<file path="src/rtl/keypad_scan.sv">
// keypad_scan: 4x4 active-low key matrix scanner with frame-based debounce.
// One column is driven low at a time; the synchronised rows are gathered into
// a 16-key frame image that is classified once per full scan (NONE, SINGLE or
// GHOST) and fed to a debounce FSM. An accepted press gives a one-cycle
// key_valid strobe with the key code (row_idx*4 + col_idx).
// Optional build macro: KEYPAD_REPEAT_EN adds an auto-repeat frame counter
// that re-strobes key_valid every REPEAT_FRAMES frames while a key is held.
//
// Strobe semantics: key_valid is a pure one-cycle pulse with no back-pressure;
// key_code is stable from the cycle key_valid rises until the next acceptance.
module keypad_scan #(
    parameter int SCAN_DIV        = 50000,
    parameter int DEBOUNCE_FRAMES = 4,
    parameter int REPEAT_FRAMES   = 64
) (
    input  logic       clk,
    input  logic       rst_n,
    input  logic [3:0] row,
    output logic [3:0] col,
    output logic [3:0] key_code,
    output logic       key_valid,
    output logic       key_held
);

    localparam int              DIV_W      = (SCAN_DIV > 1) ? $clog2(SCAN_DIV) : 1;
    localparam logic [DIV_W-1:0] DIV_LAST  = DIV_W'(SCAN_DIV - 1);
    localparam logic [3:0]      DEB_TARGET = 4'(DEBOUNCE_FRAMES);

    typedef enum logic [1:0] {
        ST_IDLE         = 2'd0,
        ST_PRESS_WAIT   = 2'd1,
        ST_HELD         = 2'd2,
        ST_RELEASE_WAIT = 2'd3
    } state_t;

    logic [3:0]       row_meta;
    logic [3:0]       row_sync;
    logic [DIV_W-1:0] div_cnt;
    logic             tick;
    logic [1:0]       col_idx;
    logic             frame_done;
    logic [2:0][3:0]  col_rows;    // pressed rows (active high) of columns 0..2
    logic [15:0]      frame_keys;  // whole-frame image indexed by key code
    logic [4:0]       n_keys;
    logic [3:0]       key_idx;
    logic             frame_none;
    logic             frame_single;

    state_t           state;
    state_t           state_nxt;
    logic [3:0]       cnt;
    logic [3:0]       cnt_nxt;
    logic [3:0]       cnt_inc;
    logic [3:0]       cand;
    logic [3:0]       cand_nxt;
    logic             accept;
    logic             rep_pulse;

    // Two-flop synchroniser: the matrix rows are asynchronous to clk.
    always_ff @(posedge clk or negedge rst_n) begin
        if (!rst_n) begin
            row_meta <= 4'hF;
            row_sync <= 4'hF;
        end else begin
            row_meta <= row;
            row_sync <= row_meta;
        end
    end

    // Column prescaler: one tick every SCAN_DIV cycles.
    always_ff @(posedge clk or negedge rst_n) begin
        if (!rst_n) begin
            div_cnt <= '0;
        end else if (tick) begin
            div_cnt <= '0;
        end else begin
            div_cnt <= div_cnt + DIV_W'(1);
        end
    end

    assign tick       = (div_cnt == DIV_LAST);
    assign frame_done = tick && (col_idx == 2'd3);

    // Column index advances on every tick, wrapping 3 -> 0.
    always_ff @(posedge clk or negedge rst_n) begin
        if (!rst_n) begin
            col_idx <= 2'd0;
        end else if (tick) begin
            col_idx <= col_idx + 2'd1;
        end
    end

    // Registered column drive; it trails col_idx by one cycle so every column
    // is visible for exactly SCAN_DIV cycles, the first one right after reset.
    always_ff @(posedge clk or negedge rst_n) begin
        if (!rst_n) begin
            col <= 4'b1111;
        end else begin
            col <= ~(4'b0001 << col_idx);
        end
    end

    // Frame buffer for columns 0..2; column 3 is taken live at frame_done.
    always_ff @(posedge clk or negedge rst_n) begin
        if (!rst_n) begin
            col_rows <= '0;
        end else if (tick) begin
            case (col_idx)
                2'd0:    col_rows[0] <= ~row_sync;
                2'd1:    col_rows[1] <= ~row_sync;
                2'd2:    col_rows[2] <= ~row_sync;
                default: ;
            endcase
        end
    end

    // Assemble the frame image in key-code order (row*4 + col).
    always_comb begin
        frame_keys = '0;
        for (int r = 0; r < 4; r++) begin
            frame_keys[r*4 + 0] = col_rows[0][r];
            frame_keys[r*4 + 1] = col_rows[1][r];
            frame_keys[r*4 + 2] = col_rows[2][r];
            frame_keys[r*4 + 3] = ~row_sync[r];
        end
    end

    // Classify the frame: key count plus the index of a lone key.
    always_comb begin
        n_keys  = 5'd0;
        key_idx = 4'd0;
        for (int i = 0; i < 16; i++) begin
            if (frame_keys[i]) begin
                n_keys  = n_keys + 5'd1;
                key_idx = 4'(i);
            end
        end
    end

    assign frame_none   = (n_keys == 5'd0);
    assign frame_single = (n_keys == 5'd1);
    assign cnt_inc      = cnt + 4'd1;

    // Debounce FSM state register.
    always_ff @(posedge clk or negedge rst_n) begin
        if (!rst_n) begin
            state <= ST_IDLE;
            cnt   <= 4'd0;
            cand  <= 4'd0;
        end else begin
            state <= state_nxt;
            cnt   <= cnt_nxt;
            cand  <= cand_nxt;
        end
    end

    // Debounce FSM next state; it only moves on frame_done. A press is accepted
    // the moment the run of identical frames reaches DEBOUNCE_FRAMES.
    always_comb begin
        state_nxt = state;
        cnt_nxt   = cnt;
        cand_nxt  = cand;
        accept    = 1'b0;
        if (frame_done) begin
            case (state)
                ST_IDLE: begin
                    if (frame_single) begin
                        cand_nxt = key_idx;
                        cnt_nxt  = 4'd1;
                        if (DEB_TARGET == 4'd1) begin
                            state_nxt = ST_HELD;
                            accept    = 1'b1;
                        end else begin
                            state_nxt = ST_PRESS_WAIT;
                        end
                    end
                end
                ST_PRESS_WAIT: begin
                    if (frame_single && (key_idx == cand)) begin
                        cnt_nxt = cnt_inc;
                        if (cnt_inc == DEB_TARGET) begin
                            state_nxt = ST_HELD;
                            accept    = 1'b1;
                        end
                    end else if (frame_single) begin
                        // A different lone key restarts the run for that key.
                        cand_nxt = key_idx;
                        cnt_nxt  = 4'd1;
                    end else begin
                        state_nxt = ST_IDLE;
                        cnt_nxt   = 4'd0;
                    end
                end
                ST_HELD: begin
                    // Only an empty frame starts a release; other keys are ignored.
                    if (frame_none) begin
                        cnt_nxt = 4'd1;
                        if (DEB_TARGET == 4'd1) begin
                            state_nxt = ST_IDLE;
                        end else begin
                            state_nxt = ST_RELEASE_WAIT;
                        end
                    end
                end
                ST_RELEASE_WAIT: begin
                    if (frame_none) begin
                        cnt_nxt = cnt_inc;
                        if (cnt_inc == DEB_TARGET) begin
                            state_nxt = ST_IDLE;
                            cnt_nxt   = 4'd0;
                        end
                    end else begin
                        // Bounce during release: back to held, no new strobe.
                        state_nxt = ST_HELD;
                    end
                end
                default: begin
                    state_nxt = ST_IDLE;
                    cnt_nxt   = 4'd0;
                end
            endcase
        end
    end

`ifdef KEYPAD_REPEAT_EN
    localparam int             REP_W    = $clog2(REPEAT_FRAMES + 1);
    localparam logic [REP_W-1:0] REP_LAST = REP_W'(REPEAT_FRAMES);

    logic [REP_W-1:0] rep_cnt;
    logic [REP_W-1:0] rep_cnt_nxt;
    logic [REP_W-1:0] rep_inc;

    assign rep_inc = rep_cnt + REP_W'(1);

    // Auto-repeat: count frames spent held; freeze while a release is pending.
    always_comb begin
        rep_cnt_nxt = rep_cnt;
        rep_pulse   = 1'b0;
        if (accept) begin
            rep_cnt_nxt = '0;
        end else if (frame_done && (state == ST_HELD) && (state_nxt == ST_HELD)) begin
            if (rep_inc == REP_LAST) begin
                rep_cnt_nxt = '0;
                rep_pulse   = 1'b1;
            end else begin
                rep_cnt_nxt = rep_inc;
            end
        end
    end

    // Repeat frame counter register.
    always_ff @(posedge clk or negedge rst_n) begin
        if (!rst_n) begin
            rep_cnt <= '0;
        end else begin
            rep_cnt <= rep_cnt_nxt;
        end
    end
`else
    // No auto-repeat: exactly one strobe per accepted press.
    logic unused_repeat_cfg;
    assign rep_pulse         = 1'b0;
    assign unused_repeat_cfg = ^REPEAT_FRAMES;
`endif

    // Registered outputs: strobe the cycle after acceptance, hold the code.
    always_ff @(posedge clk or negedge rst_n) begin
        if (!rst_n) begin
            key_code  <= 4'd0;
            key_valid <= 1'b0;
            key_held  <= 1'b0;
        end else begin
            key_valid <= accept | rep_pulse;
            if (accept) begin
                key_code <= cand_nxt;
            end
            key_held <= (state_nxt == ST_HELD) || (state_nxt == ST_RELEASE_WAIT);
        end
    end

endmodule

</file>
<file path="config.mk">
export PLATFORM = sky130hd
export DESIGN_NAME = keypad_scan
export DESIGN_NICKNAME = d
export VERILOG_FILES = /design/src/rtl/keypad_scan.sv
export SDC_FILE = /design/constraint.sdc
export NUM_CORES = 1
export LEC_CHECK = 0
export CORE_MARGIN = 3
export CORE_UTILIZATION = 50
export DETAILED_ROUTE_END_ITERATION = 10
export PLACE_DENSITY = 0.67
export SYNTH_ARGS = -nofsm -noshare
export SYNTH_HDL_FRONTEND = slang
export SYNTH_SLANG_ARGS = --single-unit
</file>
<file path="constraint.sdc">
create_clock -name clk -period 26.4 [get_ports clk]
set_input_delay 2.64 -clock clk [delete_from_list [all_inputs] [get_ports clk]]
set_output_delay 2.64 -clock clk [all_outputs]
set_load 0.005 [all_outputs]
</file>
Word level (Yosys, flattened, before mapping) --
Index checks and enable logic that the tools add are counted.
Storage, ports and cells: flip-flop bits (word level) 58, output and inout bits 10, logic and storage cells 116
Operators by class: $add $sub $neg 18, equal/unequal tests 15, shifts and indexed selects 1, muxes and demuxes 56, bitwise operators 2, reduce and logical (&&, ||, !) cells 10
Operators by type and width (count):
- 4-bit two-way mux | 19
- 5-bit two-way mux | 15
- 5-bit by 1-bit adder with 5-bit output, second input constant | 14
- 2-bit two-way mux | 10
- 16-bit by 1-bit adder with 16-bit output, second input constant | 1
- 16-bit equality test, second input constant | 1
- 16-bit two-way mux | 1
- 4-bit one-hot mux with 4 select lines | 1
- 2-bit equality test, second input constant | 6
- 4-bit inverter | 2
- 2-bit one-hot mux with 4 select lines | 1
- 4-bit one-hot mux with 2 select lines | 1
- 1-bit two-way mux | 7
- 2-bit != test, second input constant | 3
- 2-bit AND reduction | 3
- 5-bit by 1-bit equality test with 1-bit output, second input constant | 1
- 5-bit logical NOT | 1
- 4-bit by 1-bit adder with 4-bit output, second input constant | 1
- 2-bit by 1-bit equality test with 1-bit output, second input constant | 2
- 4-bit by 3-bit equality test with 1-bit output, second input constant | 1
- 4-bit equality test | 1
- 2-bit logical NOT | 2
- 4-bit AND reduction | 1
- 1-bit by 2-bit left shift with 4-bit output, first input constant | 1
- other kinds (5) | 6

Logic depth before layout (Yosys ltp) --
Gate-level depths: netlist of run 1.
word-level depth 38, depth in mapped cells 55, mapped depth without buffers 54

Least setup slack after synthesis of run 1 --
OpenSTA, ideal clock, no wires.
kind register to register, start register col_rows[4] in the netlist's numbering, end register key_code[0], library setup time 0.125 ns, arrival 10.065 ns, data required time 26.275 ns, setup slack 16.210 ns, stages on the path, launching flop included 56, buffers on the path 1, path through dfrtp_1 inv_1 ha_1 xnor2_2 inv_2 ha_1 nand2b_1 nand2_1 ha_1 mux2_2 ha_1 o22ai_1 nand2_1 ha_1 mux2_2 ha_1 o21ai_0 a31oi_1 [20 not listed] nand2b_1 o21ai_0 inv_1 ha_1 nand2_1 inv_1 nand2_1 o21ai_0 mux2i_1 a21oi_1 nand3_1 or3_1 a21o_1 a211o_1 nor2_4 and3_1 buf_6 mux2_4
Between the ends: longest elaborated chain between the ends 34, elaborated cells between the ends (all ways) 54, classes of those cells 14 x add/sub; 2 x eq/ne; 37 x mux; 1 x reduce/logical
Ends and longest elaborated chain:
- start, declared | line 42 | logic [2:0][3:0] col_rows;
- 5-bit two-way mux | line 133 | if (frame_keys[i]) begin
- 5-bit by 1-bit adder with 5-bit output | line 134 | n_keys = n_keys + 5'd1;
- 5-bit two-way mux | line 133
- 5-bit by 1-bit adder with 5-bit output | line 134
- 5-bit two-way mux | line 133
- 5-bit by 1-bit adder with 5-bit output | line 134
- 5-bit two-way mux | line 133
- 5-bit by 1-bit adder with 5-bit output | line 134
- [18 not listed]
- 5-bit two-way mux | line 133
- 5-bit by 1-bit adder with 5-bit output | line 134
- 5-bit two-way mux | line 133
- 5-bit by 1-bit equality test with 1-bit output | line 141 | assign frame_single = (n_keys == 5'd1);
- 4-bit two-way mux or 1-bit logical AND (tied branches) | line 167, 185, 179
- 4-bit two-way mux or 1-bit two-way mux (tied branches) | line 179 | if (frame_single && (key_idx == cand)) begin
- 4-bit one-hot mux with 2 select lines or 1-bit two-way mux (tied branches) | line 165 | case (state)
- 4-bit two-way mux or 1-bit two-way mux (tied branches) | line 164 | if (frame_done) begin
- end signal, assigned | line 275 | key_code <= cand_nxt;
- end, declared | line 20 | output logic [3:0] key_code,
Parallel ways exist; a longest one is shown, timed or not. A chain may end at the register's enable or synchronous reset.

Final worst setup path of run 1 --
start register col_rows[0] in the netlist's numbering, end register key_code[2]
Between the ends: longest elaborated chain between the ends 36, elaborated cells between the ends (all ways) 40, classes of those cells 15 x add/sub; 1 x eq/ne; 23 x mux; 1 x reduce/logical
Ends and longest elaborated chain (line):
- 1-bit two-way mux * | 133
- 1-bit by 1-bit adder with 2-bit output | 134
- 5-bit two-way mux * | 133
- 5-bit by 1-bit adder with 5-bit output | 134
- 5-bit two-way mux * | 133
- 5-bit by 1-bit adder with 5-bit output | 134
- 5-bit two-way mux * | 133
- 5-bit by 1-bit adder with 5-bit output | 134
- [20 not listed]
- 5-bit two-way mux * | 133
- 5-bit by 1-bit adder with 5-bit output | 134
- 5-bit two-way mux * | 133
- 5-bit by 1-bit equality test with 1-bit output * | 141
- 4-bit two-way mux or 1-bit logical AND (tied branches) | 167, 185, 179
- 4-bit two-way mux or 1-bit two-way mux (tied branches) | 179
- 4-bit one-hot mux with 2 select lines or 1-bit two-way mux (tied branches) | 165
- 4-bit two-way mux or 1-bit two-way mux (tied branches) | 164
Every way passes the cells marked *; elsewhere a longest branch is shown, timed or not.

==> key figures, run 1 <==
Timing
  – Peak Freq: 87.5 MHz
  – Slew Limit Headroom: 48.1%
  – Fin. Hold Viols: 0
  – Final worst-path cycle share: 43.3%
  – Clk_skew: 0.00769 ns
  – RSZ-0062 raised after global routing: no
  – Max-slew violations: 0
  – Min Tclk post-route: 11.43 ns
  – Setup TNS: 0 ns
  – Worst-Margin Slew: 0.775 ns
  – Final setup violation count: 0

Clock network
  – CTS tree: done
  – Clock Latency Late Sink: 0.34 ns
  – Post-CTS setup buffers: 0
  – CTS clock-pin slew for the worst setup and hold paths: 0.07 ns
  – Post-cts gate resize count: 0
  – CTS max path bufs: 2
  – Clock sink count: 58
  – Hold-fix buffers, CTS: 0
  – CTS Buf Count: 9
  – Htree depth: 3
  – Root Buffer: clkbuf_8

Logic synthesis
  – Synth Area in Compound Gates: 14.2%
  – Area leader, netlist: dfrtp_1
  – Mapped Area: roughly 0.0047 mm2
  – Proportion of synthesized area in mux cells: 4.92%
  – Most frequent cells after synthesis: nand2_1, dfrtp_1, inv_1, o21ai_0, nor2_1
  – Synth warnings: 0
  – XOR/XNOR Fraction of Synth Area: roughly 17%
  – Post-Syn Instances: 501
  – Asr flop ratio synth: 100%
  – Number of synthesized flops with an enable pin: 0
  – Main combinational cell family by area after synthesis: simple AND/OR/NAND/NOR gates
  – Count leader, synth: nand2_1
  – Synth top area cells: dfrtp_1, dfstp_2, ha_1
  – Ys flop type: dfrtp_1
  – Adder-cell share of the synthesized area: 5.92%
  – Syn Area/Cell: about 9.3 um2
  – Sequential area share after synthesis: 31.5%
  – Synth Area in Simple Gates: 21.8%
  – Syn nets: 529
  – Synth cell types: 80
  – Register bit total from synthesis: between 50 and 60
  – Synth top area share: between 20% and 30%

Cells and area
  – Fill count: 780
  – Multi-input gate area: 0.00299 mm2
  – FF+latch area: 0.00147 mm2
  – Area grow syn2layout: 9.38%
  – Finished Layout Cells: 621
  – Proportion of layout cells with a drive suffix above 1: 13.5%
  – Final #Nets: 536
  – ANT cells: 0

Route
  – DR WL/cell: 14.6 um
  – Residual DRC: 0
  – DR pass1 iterations: 4
  – Final WL: 9090 um
  – Drt initial violations: between 100 and 150
  – Vias per Instance: 5.62
  – Vias: 3491
  – Post-DRT Antenna Nets: 0

Floorplan
  – Core Area: 0.00889 mm2
  – DIE WIDTH: 102 um
  – Boundary Pins: 16
  – Die Area: 0.0105 mm2
  – # rows: 34
  – Die H: ~100 um
  – Starting density of the core: 52.3%

Run status
  – Status: finished clean

Worst setup path
  – Worst setup EP type: flip-flop
  – Startpoint Class: flip-flop
  – Most used cell, CP: ha_1
  – Critical Path Slowest Stage Cell: a31oi_1
  – Crit path largest cell delay: 0.60 ns
  – WP data arrival: roughly 12 ns
  – Type of the worst setup path: reg2reg
  – CP max FO: 8
  – Req. time, crit path: 26.63 ns

Placement
  – DP Wirelength: 6840 um
  – Placer Congestion: 0.866
  – Inst Count DP: 605
  – Port-buffer cells: 15

Global routing
  – Maximum number of pins on one net before global-route repair: 59
  – Initial antenna violation count: 0
  – Vias in the first global route: 3368
  – GR Overflow Total: 0
  – Overall Global Routing Usage: 18.3%
  – Global-route wire length before repair: 15500 um

Flow run
  – Max_cap viols: 0

Pwr
  – Leak pwr: ~2.3 nW
  – P per Cell Area: 40.4 mW/mm2
  – Peak VDD IR: 0.0000384 V

Hold path
  – Worst hold path type: reg2reg
[where the power goes]
part	internal (mW)	total, mW	leakage [nW]	switching [mW]
sequential	0.0900	0.0914	0.754	0.00134
combinational	0.00954	0.0221	1.40	0.0126
clock	0.0537	0.0923	0.106	0.0386
[kinds of logic (layout without fill, tap and decap cells)]
family / Yosys count / after routing
compound gates: 101 / 101
xor+xnor: 63 / 63
fa+ha+maj: 22 / 22
buf+inv: 51 / 63
flops: 58 / 58
mux: 19 / 19
simple gates: 187 / 187
[cell usage in the layout, fill, tap and decap left out, drive strengths merged, types with 14 or more instances in the layout]
cell type | synthesis | layout
nand3 | 19 | 19
o21ai | 31 | 31
clkdlybuf4s50 | 0 | 14
dfrtp | 46 | 46
ha | 22 | 22
a21oi | 24 | 24
xor2 | 23 | 23
nor2 | 28 | 28
xnor2 | 29 | 29
nand2 | 62 | 62
inv | 29 | 30
[routing by layer]
| layer | GRT usage (%) | share of wire, % |
|---|---|---|
| met1 | 24.5 | 48 |
| met2 | 30.2 | 48 |
| met3 | 3.00 | 2.8 |
| met4 | 6.05 | 1.1 |
| met5 | 0 | 0 |
[path summary, 6_finish.rpt]
| path | from | cells after the start | slack, ns | endpoint |
|---|---|---|---|---|
| max | col_rows[0] | 54 | 14.97 | key_code[2] |
| min | row_meta[3] | 0 | 0.35 | row_sync[3] |
| max reg2reg | col_rows[0] | 54 | 14.97 | key_code[2] |
| min reg2reg | row_meta[3] | 0 | 0.35 | row_sync[3] |
| max in group asynchronous | rst_n | 2 | 23.49 | key_valid |
| min in group asynchronous | rst_n | 2 | 2.44 | div_cnt[6] |
[registers in the layout, summed over array words and instances (netlist names), 4 cells and up]
| signal | cells |
|---|---|
| row_sync | 4 |
| col | 4 |
| col_rows | 12 |
| cand | 4 |
| row_meta | 4 |
| div_cnt | 16 |
| key_code | 4 |
| cnt | 4 |
[area by class of cell]
type / count / share of cell area [%]
repair buffers: 18 / 3.29
well taps: 108 / 2.65
flip-flops and latches: 58 / 28.8
inverters: 29 / 2.14
multi-input cells: 392 / 58.7
clock inverters: 7 / 1.99
clock buffers: 9 / 2.43
[metrics by stage]
step / setup WS, ns / instance area (um2) / util (%) / hold slack (ns) / power (mW)
4_1_cts: 15.01 / 5090 / 57.2 / 0.354 / 0.209
3_3_place_gp: 15.46 / 4860 / 54.7 / 0.346 / 0.115
6_report: 14.97 / 5090 / 57.2 / 0.352 / 0.206
3_5_place_dp: 15.04 / 4860 / 54.7 / 0.348 / 0.115
2_1_floorplan: 16.21 / 4650 / - / 0.345 / 0.109
5_1_grt: 14.21 / 5090 / 57.2 / 0.356 / 0.215
[worst max-delay path: cells and delay by family (launching register included)]
| family | cells | cell delay (ns) |
|---|---|---|
| multiplexers | 4 | 0.97 |
| AO/OA/AOI/OAI | 15 | 3.12 |
| XOR/XNOR | 1 | 0.28 |
| buffers and inverters | 5 | 0.40 |
| adder cells (fa/ha/maj) | 13 | 3.93 |
| flip-flops | 1 | 0.37 |
| AND/OR/NAND/NOR | 16 | 2.20 |
Power figures use the tool's default switching activity.
==> run 2: changes to the inputs <==
--- a/config.mk
+++ b/config.mk
@@ -8,7 +8,7 @@
 export CORE_MARGIN = 3
 export CORE_UTILIZATION = 50
 export DETAILED_ROUTE_END_ITERATION = 10
-export PLACE_DENSITY = 0.67
+export PLACE_DENSITY = 0.7
 export SYNTH_ARGS = -nofsm -noshare
 export SYNTH_HDL_FRONTEND = slang
 export SYNTH_SLANG_ARGS = --single-unit
==> constraint.sdc (replaced) <==
create_clock -name clk -period 9.3 [get_ports clk]
set_input_delay 0.93 -clock clk [delete_from_list [all_inputs] [get_ports clk]]
set_output_delay 0.93 -clock clk [all_outputs]
set_load 0.005 [all_outputs]
==> run 2 against run 1 <==
The flow now finishes with violations (negative setup slack). Worst setup slack lost 15 ns. Register-to-register slack worse by 15 ns. Cell count increased by 6.0%. Clock power rose to 3.1 times the previous value. Flip-flop and latch count is the same. Critical path type unchanged. Largest cell class unchanged.
==> key figures, run 2 (same netlist as run 1, synthesis figures left out) <==
Cells and area
  – Area grow syn2layout: 24.9%
  – Commonest non-fill, non-tap cell in the layout: nand2_1
  – Final #Nets: 573
  – Proportion of layout cells with a drive suffix above 1: 28.2%
  – ANT cells: 0
  – Max reg flops: 16
  – Final Instance Area: 0.00581 mm2
  – Most frequent cells in the layout: nand2_1, dfrtp_1, buf_4, nor2_1, inv_1
  – Largest registers: div_cnt (16), col_rows (12)
  – Largest Register: div_cnt

Clock network
  – CTS tree: done
  – CTS clock-pin slew for the worst setup and hold paths: 0.08 ns
  – Htree depth: 3
  – CTS max path bufs: 2
  – Hold-fix buffers, CTS: 0
  – Root Buffer: clkbuf_8
  – Clock Latency Late Sink: 0.34 ns
  – CTS Buf Count: 9
  – Clock sink count: 58

Placement
  – Area after DPL: 0.00524 mm2
  – Placer Congestion: approximately 0.81
  – DP Wirelength: about 7000 um
  – Port-buffer cells: 15
  – Pre-CTS setup slack: -0.313 ns

Worst setup path
  – RR Endpoint: key_code[3]
  – Worst flop-to-flop path startpoint: col_rows[4]
  – CP max FO: 4
  – Worst setup EP type: flip-flop
  – CP bufs+invs: 5
  – R2R cell count: 54
  – Most used cell, CP: ha_4
  – Req. time, crit path: between 9 and 10 ns
  – R2R setup slack: -0.006 ns
  – Crit path largest cell delay: 0.39 ns
  – Startpoint Class: flip-flop
  – Critical path's top delay family: adder cells
  – WP data arrival: around 9.5 ns
  – Type of the worst setup path: reg2reg
  – Critical Path Slowest Stage Cell: dfrtp_1

Flow run
  – Max_cap viols: 0

Global routing
  – GR Overflow Total: 0
  – Initial antenna violation count: 0
  – Overall Global Routing Usage: 19.3%
  – Global-route wire length before repair: between 15000 and 20000 um
  – Met2 usage: 33.5%
  – Met3 Use GR: 2.87%
  – Top Usage Layer GRT: met2
  – Vias in the first global route: 3589
  – Maximum number of pins on one net before global-route repair: 59
  – Grt met1 use: 25.7%

Route
  – Drt initial violations: 228
  – Residual DRC: 0
  – Vias per Instance: approximately 5.6
  – Final WL: 9940 um
  – Vias: 3702
  – Post-DRT Antenna Nets: 0
  – DR pass1 iterations: 5
  – DR WL/cell: 15.1 um

Floorplan
  – Die Area: about 0.011 mm2
  – Core Area: 0.00889 mm2
  – Starting density of the core: 52.3%
  – # rows: 34
  – Boundary Pins: 16
  – Die H: 102 um
  – DIE WIDTH: approximately 100 um

Run status
  – Failing checks: negative setup slack
  – Status: finished with violations

Hold path
  – HP Start: row_meta[1]
  – Hold Path End: row_sync[1]
  – Hold depth: 0
  – Worst hold path type: reg2reg

Timing
  – RSZ-0062 raised after global routing: yes
  – Worst-Margin Slew: roughly 0.71 ns
  – Final worst-path cycle share: 100%
  – Min Tclk post-route: 9.31 ns
  – Max-slew violations: 0
  – Fin. Hold Viols: 0
  – Setup TNS: -0.0217 ns
  – Clk_skew: 0.0103 ns
  – Slew Limit Headroom: 52.4%
  – Worst setup margin: -0.00559 ns
  – Final setup violation count: 6
  – Peak Freq: 107 MHz

Pwr
  – Leak pwr: around 2.5 nW
  – P per Cell Area: 112 mW/mm2
  – Peak VDD IR: 0.000111 V
[run 2: cell types whose count changed in the layout (fill, tap and decap cells not counted), moves of 5 or more]
cell | previous run | this run
buf_4 | 3 | 37
ha_1 | 22 | 8
ha_4 | 0 | 12
o21ai_0 | 28 | 23
nand2_1 | 62 | 56
[run 2: cell type report]
type	count	area [um2]
tap	108	135
multi-input combinational	392	3400
inverter	29	109
clock buffer	9	124
timing repair buffer	55	457
fill	695	3080
sequential	58	1470
clock inverter	7	125
[run 2: worst max path at each step]
stage,from,endpoint,cells after the start
after floorplan,col_rows[4],key_code[0],55
after global placement,col_rows[0],key_code[2],54
after detailed placement,col_rows[0],key_code[0],54
after CTS,col_rows[0],cand[2],55
after global routing,col_rows[4],cand[3],55
final,col_rows[4],key_code[3],54
[run 2: power breakdown]
| part | total, mW | internal (mW) | switching [mW] |
|---|---|---|---|
| logic | 0.101 | 0.0509 | 0.0497 |
| clock network | 0.290 | 0.181 | 0.109 |
| registers | 0.259 | 0.256 | 0.00327 |
| total | 0.649 | 0.487 | 0.162 |
[run 2: per-layer routing]
metal | up-vias | wire [um]
met1 | 1800 | 4690
met2 | 37 | 5000
met4 | 0 | 76
met5 | - | 0
met3 | 8 | 181
li1 | 1857 | -
[run 2: per-stage QoR]
step / hold slack (ns) / power, mW / cells / utilization [%]
2_1_floorplan: 0.345 / 0.318 / 501 / -
3_3_place_gp: 0.346 / 0.340 / 627 / 59.0
3_5_place_dp: 0.351 / 0.342 / 627 / 59.0
4_1_cts: 0.359 / 0.635 / 648 / 62.9
5_1_grt: 0.366 / 0.675 / 658 / 65.4
6_report: 0.357 / 0.649 / 658 / 65.4
[run 2: timing repair]
item / 4_1_cts / 5_1_grt
pin swaps: 11 / 26
resized for setup: 12 / 27
buffers inserted: 5 / 10
endpoints found under the setup margin: 13 / 16
==> run 3: changes to the inputs <==
--- a/config.mk
+++ b/config.mk
@@ -9,6 +9,7 @@
 export CORE_UTILIZATION = 50
 export DETAILED_ROUTE_END_ITERATION = 10
 export PLACE_DENSITY = 0.7
+export SLEW_MARGIN = 20
 export SYNTH_ARGS = -nofsm -noshare
 export SYNTH_HDL_FRONTEND = slang
 export SYNTH_SLANG_ARGS = --single-unit
==> constraint.sdc (replaced) <==
create_clock -name clk -period 9.3 [get_ports clk]
set_input_delay 0.93 -clock clk [delete_from_list [all_inputs] [get_ports clk]]
set_output_delay 0.93 -clock clk [all_outputs]
set_load 0.05 [all_outputs]
==> results of run 3 <==
Same layout as run 2: the final DEF is identical, and so are final timing and power.
